--- config.mk ---
export PLATFORM = sky130hd
export DESIGN_NAME = alu_issue_ctrl
export DESIGN_NICKNAME = d
export VERILOG_FILES = /design/src/rtl/alu_issue_pkg.sv /design/src/rtl/alu_issue_ctrl_cond_eval.sv /design/src/rtl/alu_issue_ctrl.sv
export SDC_FILE = /design/constraint.sdc
export NUM_CORES = 1
export LEC_CHECK = 0
export CORE_ASPECT_RATIO = 1.75
export CORE_MARGIN = 2
export CORE_UTILIZATION = 44
export DETAILED_ROUTE_END_ITERATION = 8
export HOLD_SLACK_MARGIN = 0.12
export PLACE_DENSITY = 0.73
export SYNTH_ARGS = -nofsm -noshare
export SYNTH_HDL_FRONTEND = slang
export SYNTH_SLANG_ARGS = --single-unit
--- constraint.sdc ---
create_clock -name clk -period 3.8 [get_ports clk]
set_input_delay 0.76 -clock clk [delete_from_list [all_inputs] [get_ports clk]]
set_output_delay 0.76 -clock clk [all_outputs]
set_load 0.05 [all_outputs]
--- src/rtl/alu_issue_pkg.sv ---
// Shared definitions for the ALU issue/write-back controller: opcodes, condition
// codes, FSM states, instruction field positions and flag bit indices.
package alu_issue_pkg;

   localparam logic [3:0] OP_ADD  = 4'h0;
   localparam logic [3:0] OP_SUB  = 4'h1;
   localparam logic [3:0] OP_RSB  = 4'h2;
   localparam logic [3:0] OP_AND  = 4'h3;
   localparam logic [3:0] OP_ORR  = 4'h4;
   localparam logic [3:0] OP_EOR  = 4'h5;
   localparam logic [3:0] OP_MOVN = 4'h6;
   localparam logic [3:0] OP_MOV  = 4'h7;
   localparam logic [3:0] OP_LSL  = 4'h8;
   localparam logic [3:0] OP_LSR  = 4'h9;
   localparam logic [3:0] OP_ASR  = 4'hA;
   localparam logic [3:0] OP_CMP  = 4'hB;
   localparam logic [3:0] OP_RSVD_LO = 4'hC;

   localparam logic [3:0] COND_EQ = 4'h0;
   localparam logic [3:0] COND_NE = 4'h1;
   localparam logic [3:0] COND_CS = 4'h2;
   localparam logic [3:0] COND_CC = 4'h3;
   localparam logic [3:0] COND_MI = 4'h4;
   localparam logic [3:0] COND_PL = 4'h5;
   localparam logic [3:0] COND_VS = 4'h6;
   localparam logic [3:0] COND_VC = 4'h7;
   localparam logic [3:0] COND_HI = 4'h8;
   localparam logic [3:0] COND_LS = 4'h9;
   localparam logic [3:0] COND_GE = 4'hA;
   localparam logic [3:0] COND_LT = 4'hB;
   localparam logic [3:0] COND_GT = 4'hC;
   localparam logic [3:0] COND_LE = 4'hD;
   localparam logic [3:0] COND_AL = 4'hE;
   localparam logic [3:0] COND_NV = 4'hF;

   typedef enum logic [1:0] {S_IDLE, S_READ, S_EXEC, S_WB} state_t;

   localparam int F_COND_LO = 28;
   localparam int F_OP_LO   = 24;
   localparam int F_S       = 23;
   localparam int F_RD_LO   = 20;
   localparam int F_RN_LO   = 17;
   localparam int F_RSVD    = 16;
   localparam int F_IV_LO   = 0;
   localparam int F_RM_LO   = 0;

   localparam int FLAG_N = 3;
   localparam int FLAG_Z = 2;
   localparam int FLAG_C = 1;
   localparam int FLAG_V = 0;

   function automatic logic is_illegal(input logic [3:0] op);
      return op >= OP_RSVD_LO;
   endfunction

endpackage

--- src/rtl/alu_issue_ctrl_cond_eval.sv ---
// Combinational condition-code evaluator: cond + {N,Z,C,V} -> pass.
module cond_eval
   import alu_issue_pkg::*;
(
   input  logic [3:0] cond,
   input  logic [3:0] flags,
   output logic       pass
);

   logic n, z, c, v;
   assign n = flags[FLAG_N];
   assign z = flags[FLAG_Z];
   assign c = flags[FLAG_C];
   assign v = flags[FLAG_V];

   always_comb begin
      pass = 1'b0;
      case (cond)
         COND_EQ: pass = z;
         COND_NE: pass = !z;
         COND_CS: pass = c;
         COND_CC: pass = !c;
         COND_MI: pass = n;
         COND_PL: pass = !n;
         COND_VS: pass = v;
         COND_VC: pass = !v;
         COND_HI: pass = c && !z;
         COND_LS: pass = !c || z;
         COND_GE: pass = (n == v);
         COND_LT: pass = (n != v);
         COND_GT: pass = !z && (n == v);
         COND_LE: pass = z || (n != v);
         COND_AL: pass = 1'b1;
         default: pass = 1'b0;
      endcase
   end

endmodule

--- src/rtl/alu_issue_ctrl.sv ---
// Issue/write-back controller for the combinational master ALU: one instruction
// in flight, fixed 4-cycle sequence. Macro ALU_ISSUE_COND_EXEC_EN enables conditional execution.
//
// state  | meaning
// IDLE   | instr_ready high, waiting for a handshake
// READ   | latch RF[Rn]/RF[Rm] operands and the condition result
// EXEC   | ALU settled; latch result and new flags
// WB     | done pulse; commit result/flags at the closing edge
module alu_issue_ctrl
   import alu_issue_pkg::*;
#(
   parameter int NREG = 8
) (
   input  logic                     clk,
   input  logic                     rst_n,
   input  logic                     instr_valid,
   input  logic [31:0]              instr,
   output logic                     instr_ready,
   output logic [31:0]              alu_reg1,
   output logic [31:0]              alu_reg2,
   output logic [15:0]              alu_iv,
   output logic [3:0]               alu_opcode,
   output logic [3:0]               alu_cond,
   output logic                     alu_s,
   output logic [3:0]               alu_flag,
   input  logic [31:0]              alu_result,
   input  logic [3:0]               alu_new_flag,
   output logic                     done,
   output logic                     skipped,
   output logic                     illegal,
   input  logic [$clog2(NREG)-1:0]  dbg_addr,
   output logic [31:0]              dbg_data,
   output logic [3:0]               flags
);

   state_t      state_q, state_d;
   logic [31:0] instr_q, op1_q, op2_q, res_q;
   logic [31:0] rf [NREG];
   logic [3:0]  nflag_q, flags_q;
   logic        cond_pass, cond_pass_q;
   logic        done_q, skipped_q, illegal_q;
   logic        ill, wr_rf, wr_flags;
   logic        rsvd_unused;

   logic [3:0]  cond_f, op_f;
   logic        s_f;
   logic [2:0]  rd_f, rn_f, rm_f;
   logic [15:0] iv_f;

   assign cond_f      = instr_q[F_COND_LO +: 4];
   assign op_f        = instr_q[F_OP_LO +: 4];
   assign s_f         = instr_q[F_S];
   assign rd_f        = instr_q[F_RD_LO +: 3];
   assign rn_f        = instr_q[F_RN_LO +: 3];
   assign rm_f        = instr_q[F_RM_LO +: 3];
   assign iv_f        = instr_q[F_IV_LO +: 16];
   assign rsvd_unused = instr_q[F_RSVD];

`ifdef ALU_ISSUE_COND_EXEC_EN
   cond_eval u_cond_eval (
      .cond  (cond_f),
      .flags (flags_q),
      .pass  (cond_pass)
   );
`else
   assign cond_pass = 1'b1;
`endif

   always_ff @(posedge clk or negedge rst_n) begin
      if (!rst_n) state_q <= S_IDLE;
      else        state_q <= state_d;
   end

   always_comb begin
      state_d = state_q;
      case (state_q)
         S_IDLE:  if (instr_valid) state_d = S_READ;
         S_READ:  state_d = S_EXEC;
         S_EXEC:  state_d = S_WB;
         S_WB:    state_d = S_IDLE;
         default: state_d = S_IDLE;
      endcase
   end

   // MOV/MOVN never touch flags; CMP updates them regardless of S
   assign ill      = is_illegal(op_f);
   assign wr_rf    = (state_q == S_WB) && !ill && cond_pass_q && (op_f != OP_CMP);
   assign wr_flags = (state_q == S_WB) && !ill && cond_pass_q &&
                     ((op_f == OP_CMP) || (s_f && (op_f != OP_MOVN) && (op_f != OP_MOV)));

   always_ff @(posedge clk or negedge rst_n) begin
      if (!rst_n) begin
         instr_q     <= '0;
         op1_q       <= '0;
         op2_q       <= '0;
         res_q       <= '0;
         nflag_q     <= '0;
         flags_q     <= '0;
         cond_pass_q <= 1'b0;
         done_q      <= 1'b0;
         skipped_q   <= 1'b0;
         illegal_q   <= 1'b0;
         for (int i = 0; i < NREG; i++) rf[i] <= '0;
      end else begin
         if (state_q == S_IDLE && instr_valid) instr_q <= instr;
         if (state_q == S_READ) begin
            op1_q       <= rf[rn_f];
            op2_q       <= rf[rm_f];
            cond_pass_q <= cond_pass;
         end
         if (state_q == S_EXEC) begin
            res_q   <= alu_result;
            nflag_q <= alu_new_flag;
         end
         done_q    <= (state_q == S_EXEC);
         skipped_q <= (state_q == S_EXEC) && !ill && !cond_pass_q;
         illegal_q <= (state_q == S_EXEC) && ill;
         if (wr_rf)    rf[rd_f] <= res_q;
         if (wr_flags) flags_q  <= nflag_q;
      end
   end

   assign instr_ready = (state_q == S_IDLE);
   assign alu_reg1    = op1_q;
   assign alu_reg2    = op2_q;
   assign alu_iv      = iv_f;
   assign alu_opcode  = op_f;
   assign alu_cond    = cond_f;
   assign alu_s       = s_f;
   assign alu_flag    = flags_q;
   assign flags       = flags_q;
   assign done        = done_q;
   assign skipped     = skipped_q;
   assign illegal     = illegal_q;
   assign dbg_data    = rf[dbg_addr];

endmodule

# Yosys cells after proc, flatten, opt, wreduce, memory -nomap -nowiden
# Index checks and enable logic that the tools add are counted.
# classes
eq_ne,8
mux,14
n_reduce_logical,15
n_lt_le_gt_ge,6
n_bitwise,4
# op_table
cell,count
$bmux 32 s3,3
$bwmux 256,1
$mux 32,7
$demux 32 s3,1
$ge 4x4->1 const B,5
$not 3->4,4
$logic_and 1x1->1,11
$ne 4x3->1 const B,2
$pmux 2 s4,1
$eq 2x2->1 const B,2
$eq 4x4->1 const B,1
$lt 4x1->1 const B,1
$ne 4x4->1 const B,1
$eq 2x1->1 const B,1
$logic_not 1->1,2
$logic_not 2->1,1
$mux 2,1
$ne 2x2->1 const B,1
$logic_or 1x1->1,1
# word_totals
output_inout_bits,133
regBits,398

# Longest topological paths before layout
# logic_depth
ltp_word,6
ltp_mapped,6
depth_no_buf,5

# Least setup slack after synthesis
# Ideal clock, no wire load.
# synth_timing
path_kind,input -> output
from,input dbg_addr[0]
to,output dbg_data[0]
t_arrival_ns,2.183
required_time_ns,3.040
cell_stages,4
path_slack_ns,0.857
cell_sequence,buf_2 -> buf_2 -> mux4_2 -> mux2_2
# synth_between
elab_chain_len,4
# synth_rtl
element,line,rtl
"start, declared",alu_issue_ctrl.sv:31,"input logic [$clog2(NREG)-1:0] dbg_addr,"
$not 3->4 (implied by the code),alu_issue_ctrl.sv:135,assign dbg_data = rf[dbg_addr];
$bmux 32 s3,alu_issue_ctrl.sv:135,
$mux 32 (implied by the code) (2 in series),alu_issue_ctrl.sv:135,
"end, declared",alu_issue_ctrl.sv:32,"output logic [31:0] dbg_data,"
# Every way passes these cells. The select of a mux whose other input is x is not followed.

# Worst setup path in the final report
# layout_timing
from,input dbg_addr[0]
to,output dbg_data[15]
# Same word-level chain as after synthesis.

==> flow_summary.ini <==
[drt]
wirelength_um = 61010
drt_first_pass_iters = 5
vias_per_cell = 6.268
wl_per_cell_um = 25.98
num_vias = 14720
ant_nets = 0
drc = 0
dr.first_iter.drc_count = 1128

[cells_and_area]
fin_util_pct = 52.58
nets = 1807
area_delta_synth_final_pct = 17.90
drive_gt1_share_pct = 32.84
layout.cells.non_filler = 2348
diodes = 0
nFillCells = 4043

[clock_network]
ctsResizeCount = 0
clock_path_buffers = 3
clockRootBuffer = clkbuf_16
cts_buffers = 40
h-tree-depth = 2
cts_tree = built
clock_sinks = 397
clk_pin_slew_ns = 0.06
clk_latency_ns = 0.54
cts_hold_buffers = 0
post_cts_buffers = 0

[yosys]
synthesis.nets = 1680
synth_top_area_share_pct = 46.66
async_flop_share_pct = 100.0
synth_cells = 1601
ys.warnings.count = 0
synth.avg_cell_area_um2 = 13.30
synth-edff-count = 0
synth_area_um2 = 21290
ys_types = 33
synthTopCellsByArea = dfrtp_1 47%, mux2_2 19%, mux2i_1 9.0%
synth_top_area_cell = dfrtp_1
synthFlopType = dfrtp_1
synth_seq_cells = 397
seq_area_frac_synth_pct = 46.66

[power_and_ir_drop]
pwr_density_cell_nw_per_um2 = 1012
p_leak_nw = 11.19
peakVddDrop_uv = 636.6

[die]
die_w_um = 170.3
start_util_pct = 44.60
dieArea_um2 = 50240
rows = 106
fp.dieH_um = 295.0
core_um2 = 47750
ios = 207

[placed_design]
dp_hpwl_um = 37810
place_ws_ns = 0.4408
io_buffer_count = 205
gp_congestion = 0.8069
placed_cells = 2280

[setup_path]
r2r-start = instr_q[18]
critPathLaunchType = input pin
crit_required_ns = 3.04
crit_start = dbg_addr[0]
crit_type = input pin to output pin
end_kind = output pin
cp.arrival_ns = 2.56
critPathMaxFanout = 21

[flow_run]
drv_cap = 0

[timing]
rsz0062_at_grt = no
worst_slack_ns = 0.4774
tightest_slew_ns = 1.048
fin_crit_sh_pct = 87.44
tns_ns = 0
drv_slew = 0
clock_skew_ns = 0.01727
slew_headroom_pct = 30.17
finalSetupViolCount = 0
max_freq_mhz = 301.0
finalHoldViolCount = 0
period_minus_slack_ns = 3.323

[hold_path]
hp-class = input pin to async pin

[grt]
grt_antenna_before_repair = 1
grt_max_degree = 162
grtUsageTotal_pct = 24.41
grt_pass1_vias = 15540
grt_overflow = 0
grt_pass1_wl_um = 93410

[run_status]
status = complete, no violations
==> cells by family after synthesis <==
kind of cell,count (synthesis),share of synthesized area (%)
buffers and inverters,168,3.825
DFF,397,46.66
AOI/OAI and AO/OA,204,8.585
and+or+nand+nor,211,5.806
adders and majority gates,5,0.2938
muxes,616,34.83
==> layout make-up <==
type                    instances  area (um^2)  share of cell area [%]
repair buffers                249         2427                   9.669
well taps                     594        743.2                   2.961
clock buffers                  56         1142                   4.550
flip-flops and latches        397         9947                   39.62
multi-input cells            1036        10610                   42.28
inverters                       4        15.01                 0.05981
clock inverters                12        215.2                  0.8573
==> final timing paths <==
kind                            slack, ns  depth (start not counted)            to
worst max-delay path                 0.48                          5  dbg_data[15]
worst min-delay path                 0.17                          1     res_q[23]
worst max register to register       1.37                          4  alu_reg1[20]
worst min register to register       0.51                          1   instr_q[28]
max in group asynchronous            2.58                          2   instr_q[17]
min in group clk                     0.51                          1   instr_q[28]
==> power by group <==
group          switching [W]  internal (W)
Sequential           0.00240       0.00620
Clock                0.00169       0.00250
Combinational        0.00689       0.00572
==> flip-flops by register name (all words and copies together) (netlist names) <==
signal       flops
rf             256
alu_reg1        32
alu_reg2        32
res_q           32
instr_q         31
alu_flag         4
nflag_q          4
state_q          2
cond_pass_q      1
done             1
illegal          1
skipped          1
==> synth_stat cells (2+ instances only) <==
cell,n
a41o_1,64
nand2_1,2
dfrtp_1,397
a211o_1,66
nor2_1,2
buf_2,45
nand4b_1,2
a211oi_2,2
clkbuf_1,76
mux2_1,9
buf_1,9
buf_4,34
mux4_2,64
nand2b_1,3
a22oi_1,64
mux2i_1,192
nand3_1,65
mux2_2,351
inv_1,4
a2111o_1,2
nor2b_1,131
a2111oi_4,2
ha_1,5
==> layout by cell type, fill, tap and decap left out, drive strengths merged <==
master and n:
dfrtp 397, buf 78, ha 5, mux2i 192, nand2 2, a211o 66, or2 1, clkdlybuf4s50 171
nand4b 2, clkinvlp 2, a21o 1, a2111oi 2, mux2 360, a211oi 3, nor3 1, a41o 64
nor2b 131, a31oi 1, a21oi 1, mux4 64, inv 4, a22oi 64, clkbuf 56, clkinv 4
nand2b 3, bufinv 6, or3b 1, a2111o 2, nor2 2, nand4 1, and3 1, nand3b 1
nand3 65
==> routing by layer <==
metal / vias to the layer above / GRT usage, % / wire length [um]
met2: 592 / 42.74 / 31390
met1: 7654 / 29.28 / 23290
met5: - / 0 / 0
li1: 6298 / - / -
met4: 0 / 12.01 / 3022
met3: 174 / 3.588 / 3302
==> worst max-delay path, stage by stage <==
cell and delay, ns:
buf_4 0.22, buf_4 0.46, mux4_2 0.56, mux2_2 0.32
buf_4 0.20
==> through the flow <==
stage	total power, W	area (um^2)	hold slack [ns]
after floorplan	0.01719	21290	0.4644
after global placement	0.02084	23750	0.4855
after detailed placement	0.02122	23750	0.4949
after CTS	0.02548	25100	0.1921
after global routing	0.02666	25100	0.2113
final	0.02540	25100	0.1683
Note: power is estimated with default switching activity, not from simulation.
